===== config.mk =====
export PLATFORM = sky130hd
export DESIGN_NAME = binary_to_bcd_seq
export DESIGN_NICKNAME = d
export VERILOG_FILES = /design/src/rtl/binary_to_bcd_pkg.sv /design/src/rtl/bcd_digit_adj.sv /design/src/rtl/binary_to_bcd_seq.sv
export SDC_FILE = /design/constraint.sdc
export NUM_CORES = 1
export LEC_CHECK = 0
export ABC_AREA = 1
export CAP_MARGIN = 10
export CORE_MARGIN = 2
export CORE_UTILIZATION = 53
export DETAILED_ROUTE_END_ITERATION = 6
export PLACE_DENSITY = 0.77
export SYNTH_ARGS = -nofsm -noshare
export SYNTH_HDL_FRONTEND = slang
export SYNTH_HIERARCHICAL = 1
export SYNTH_SLANG_ARGS = --single-unit

===== constraint.sdc =====
create_clock -name clk -period 1.5 [get_ports clk]
set_input_delay 0.15 -clock clk [delete_from_list [all_inputs] [get_ports clk]]
set_output_delay 0.15 -clock clk [all_outputs]
set_load 0.01 [all_outputs]

===== src/rtl/binary_to_bcd_pkg.sv =====
// Shared types and elaboration helpers for the sequential binary-to-BCD converter.
package binary_to_bcd_pkg;

  typedef enum logic [1:0] {
    IDLE  = 2'd0,
    SHIFT = 2'd1,
    DONE  = 2'd2
  } state_e;

  // Decimal digits of 2^bin_w - 1. 2^b is never a power of ten, so this is
  // floor(b*log10(2)) + 1; log10(2) is held as a 12-digit fixed-point constant.
  function automatic int min_digits(input int bin_w);
    longint scaled;
    scaled = longint'(bin_w) * 64'sd301029995664;
    return int'(scaled / 64'sd1000000000000) + 1;
  endfunction

endpackage


===== src/rtl/bcd_digit_adj.sv =====
// Double-dabble digit correction: add 3 to a BCD digit of 5 or more before the shift.
module bcd_digit_adj (
  input  logic [3:0] digit,
  output logic [3:0] adj
);

  assign adj = (digit >= 4'd5) ? digit + 4'd3 : digit;

endmodule


===== src/rtl/binary_to_bcd_seq.sv =====
// Sequential shift-and-add-3 binary-to-BCD converter, one operand bit per clock,
// with optional two's-complement input and valid/ready handshakes on both sides.
module binary_to_bcd_seq
  import binary_to_bcd_pkg::*;
#(
  parameter int BIN_W  = 8,
  parameter int DIGITS = 3,
  parameter bit SIGNED = 1'b0
) (
  input  logic                  clk,
  input  logic                  rst_n,
  input  logic                  in_valid,
  output logic                  in_ready,
  input  logic [BIN_W-1:0]      bin_in,
  output logic                  out_valid,
  input  logic                  out_ready,
  output logic [4*DIGITS-1:0]   bcd_out,
  output logic                  neg_out
);

  localparam int BCD_W  = 4 * DIGITS;
  localparam int WORK_W = BCD_W + BIN_W;
  localparam int CNT_W  = $clog2(BIN_W + 1);

  if (BIN_W < 2) begin : g_bad_bin_w
    $error("binary_to_bcd_seq: BIN_W must be at least 2");
  end

  if (DIGITS < min_digits(BIN_W)) begin : g_bad_digits
    $error("binary_to_bcd_seq: DIGITS too small for BIN_W");
  end

  state_e              state_q;
  logic [CNT_W-1:0]    cnt_q;
  logic [WORK_W-1:0]   work_q;    // {BCD digits, remaining magnitude bits}
  logic                neg_q;

  logic [BIN_W-1:0]    mag_in;
  logic                sign_in;
  logic [BCD_W-1:0]    bcd_adj;
  logic                accept;

  always_comb begin
    // NOTE: defaults first so every path assigns both outputs; otherwise a latch is inferred.
    sign_in = 1'b0;
    mag_in  = bin_in;
    // The most negative input negates to itself, which read unsigned is the right magnitude.
    if (SIGNED && bin_in[BIN_W-1]) begin
      sign_in = 1'b1;
      mag_in  = -bin_in;
    end
  end

  for (genvar g = 0; g < DIGITS; g++) begin : g_adj
    bcd_digit_adj u_adj (
      .digit (work_q[BIN_W + 4*g +: 4]),
      .adj   (bcd_adj[4*g +: 4])
    );
  end

  assign in_ready = (state_q == IDLE) || ((state_q == DONE) && out_ready);
  assign accept   = in_valid && in_ready;

  always_ff @(posedge clk or negedge rst_n) begin
    if (!rst_n) begin
      state_q <= IDLE;
      cnt_q   <= '0;
      work_q  <= '0;
      neg_q   <= 1'b0;
    end else if (accept) begin
      // NOTE: non-blocking assignments so every register here sees pre-edge values.
      state_q <= SHIFT;
      cnt_q   <= CNT_W'(BIN_W);
      work_q  <= {{BCD_W{1'b0}}, mag_in};
      neg_q   <= sign_in;
    end else begin
      case (state_q)
        SHIFT: begin
          // The adjusted top bit is always 0 when DIGITS is large enough, so truncation is safe.
          work_q <= WORK_W'({bcd_adj, work_q[BIN_W-1:0], 1'b0});
          cnt_q  <= cnt_q - CNT_W'(1);
          if (cnt_q == CNT_W'(1)) state_q <= DONE;
        end
        DONE:    if (out_ready) state_q <= IDLE;
        IDLE:    ;
        default: state_q <= IDLE;
      endcase
    end
  end

  assign out_valid = (state_q == DONE);
  assign bcd_out   = work_q[WORK_W-1 -: BCD_W];
  assign neg_out   = neg_q;

endmodule


==> impl_metrics.tcl <==
set metrics [dict create \
    fillers 308 \
    die_h_um 62.6 \
    cts_tree "done" \
    post_drt_wl_per_cell_um 10.2 \
    cp_data_arrival_time_ns 1.30 \
    numClockSinks 26 \
    area_growth_pct 22.9 \
    final_cells 338 \
    cts_made_buffers 3 \
    max_clock_freq_ghz 0.689 \
    core_area_um2 3310 \
    vias 1571 \
    insertion_delay_ns 0.32 \
    totalWireLength_um 3450 \
    critPathBufInv 1 \
    outcome "finished clean" \
    num-nets-final 313 \
    num_io_pins 27 \
    syn_area_um2 1820 \
    finalCritPeriodShare_pct 96.7 \
    start_util_pct 55.0 \
    final_common_cell "nand2_1" \
    grt_util_all_layers_pct 19.2 \
    drc 0 \
    placementRows 21 \
    grt_overflow 0 \
    critPathMaxFanout 6 \
    dp_hpwl_um 2370 \
    syn_nets 280 \
    io_buffers 25 \
    grt_pass1_vias 1468 \
    htree_levels 1 \
    yosys_warnings 6 \
    setup_viol 0 \
    setup_tns_ns 0 \
    grt_pass1_wl_um 6130 \
    finalHoldViolCount 0 \
    die_x_um 62.6 \
    drt_pass1_iterations 4 \
    grt_max_degree 34 \
    post-place-cells 322 \
    clk_pin_slew_ns 0.14 \
    cp_cell_sequence "clkdlybuf4s50_1" \
    drive_gt1_share_pct 19.9 \
    total_power_uw 4080 \
    startpoint_type "register" \
    irDropWorstVdd_uv 949 \
    drt_iter0_drc 72 \
    avgSynthCellArea_um2 7.00 \
    final_cell_mix "103 x nand2_1, 34 x inv_1, 23 x buf_4" \
    diodes 0 \
    p_leak_uw 0.00131 \
    finClkSkew_ns 0.00333 \
    holdCritPathClass "in -> async" \
    synthesis.instances 260 \
    p_per_area_nw_per_um2 1830 \
    finalMaxSlewViolations 0 \
    path_class "reg -> out" \
    antenna_found_initial 0 \
    cts.path.max_buffers 2 \
    cp-end-kind "primary output" \
    cp_top_family "buffers and inverters" \
    r2r_slack_ns 0.09 \
    required_ns 1.35 \
    slowest_delay_ns 0.54 \
    gp_congestion 0.698 \
    viasPerCell 4.65 \
    cp_slowest_cell "clkdlybuf4s50_1" \
    ant_nets 0 \
    drv_cap 0 \
    clockRootBuffer "clkbuf_4" \
    period_minus_slack_ns 1.45 \
    die-area_um2 3920 \
]
-- flip-flops by register name (all words and copies together) (netlist names) --
signal / flops
work_q: 20
state_q: 2
cnt_q: 4
-- final timing paths --
check                      startpoint    endpoint  cells after the start
max                        work_q[14]  bcd_out[6]                      1
min                             rst_n    cnt_q[3]                      2
max reg2reg                work_q[12]  work_q[14]                     11
min reg2reg                 work_q[0]   work_q[0]                      2
max in group asynchronous       rst_n  work_q[14]                      2
min in group clk            bin_in[0]   work_q[0]                      3
-- what timing repair did --
item,4_1_cts,5_1_grt
gates resized for setup,8,11
hold buffers,0,0
buffers inserted,4,8
endpoints found under the setup margin,6,18
pin swaps,0,1
-- stage by stage --
step,hold WS [ns],util (%),instance area (um^2),setup WS [ns]
finish,0.179,67.5,2240,0.0489
global route,0.207,67.5,2240,-0.00150
CTS,0.185,65.1,2160,0.000721
detailed placement,0.490,62.9,2080,-0.0230
global placement,0.486,62.9,2080,-0.00151
floorplan,-0.146,-,1820,0.218
-- metal layers --
| layer | vias to the layer above | global-route usage (%) | routed length (um) |
|---|---|---|---|
| met4 | 0 | 8.89 | 69 |
| met1 | 702 | 24.5 | 1600 |
| met2 | 27 | 32.7 | 1670 |
| met3 | 6 | 1.98 | 113 |
| met5 | - | 0 | 0 |
| li1 | 836 | - | - |
-- report_power, final --
group,leakage [uW],switching (uW),total [uW],internal [uW]
clock network,0.0000210,211,359,148
logic,0.000963,1410,2530,1110
registers,0.000327,198,1200,998
-- area by class of cell --
type / instances / area, um^2 / area share [%]
Tap cell: 46 / 57.6 / 2.57
Timing Repair Buffer: 49 / 447 / 20.0
Clock buffer: 4 / 36.3 / 1.62
Inverter: 38 / 143 / 6.38
Sequential cell: 26 / 656 / 29.3
Multi-Input combinational cell: 175 / 897 / 40.1
Power figures use the tool's default switching activity.
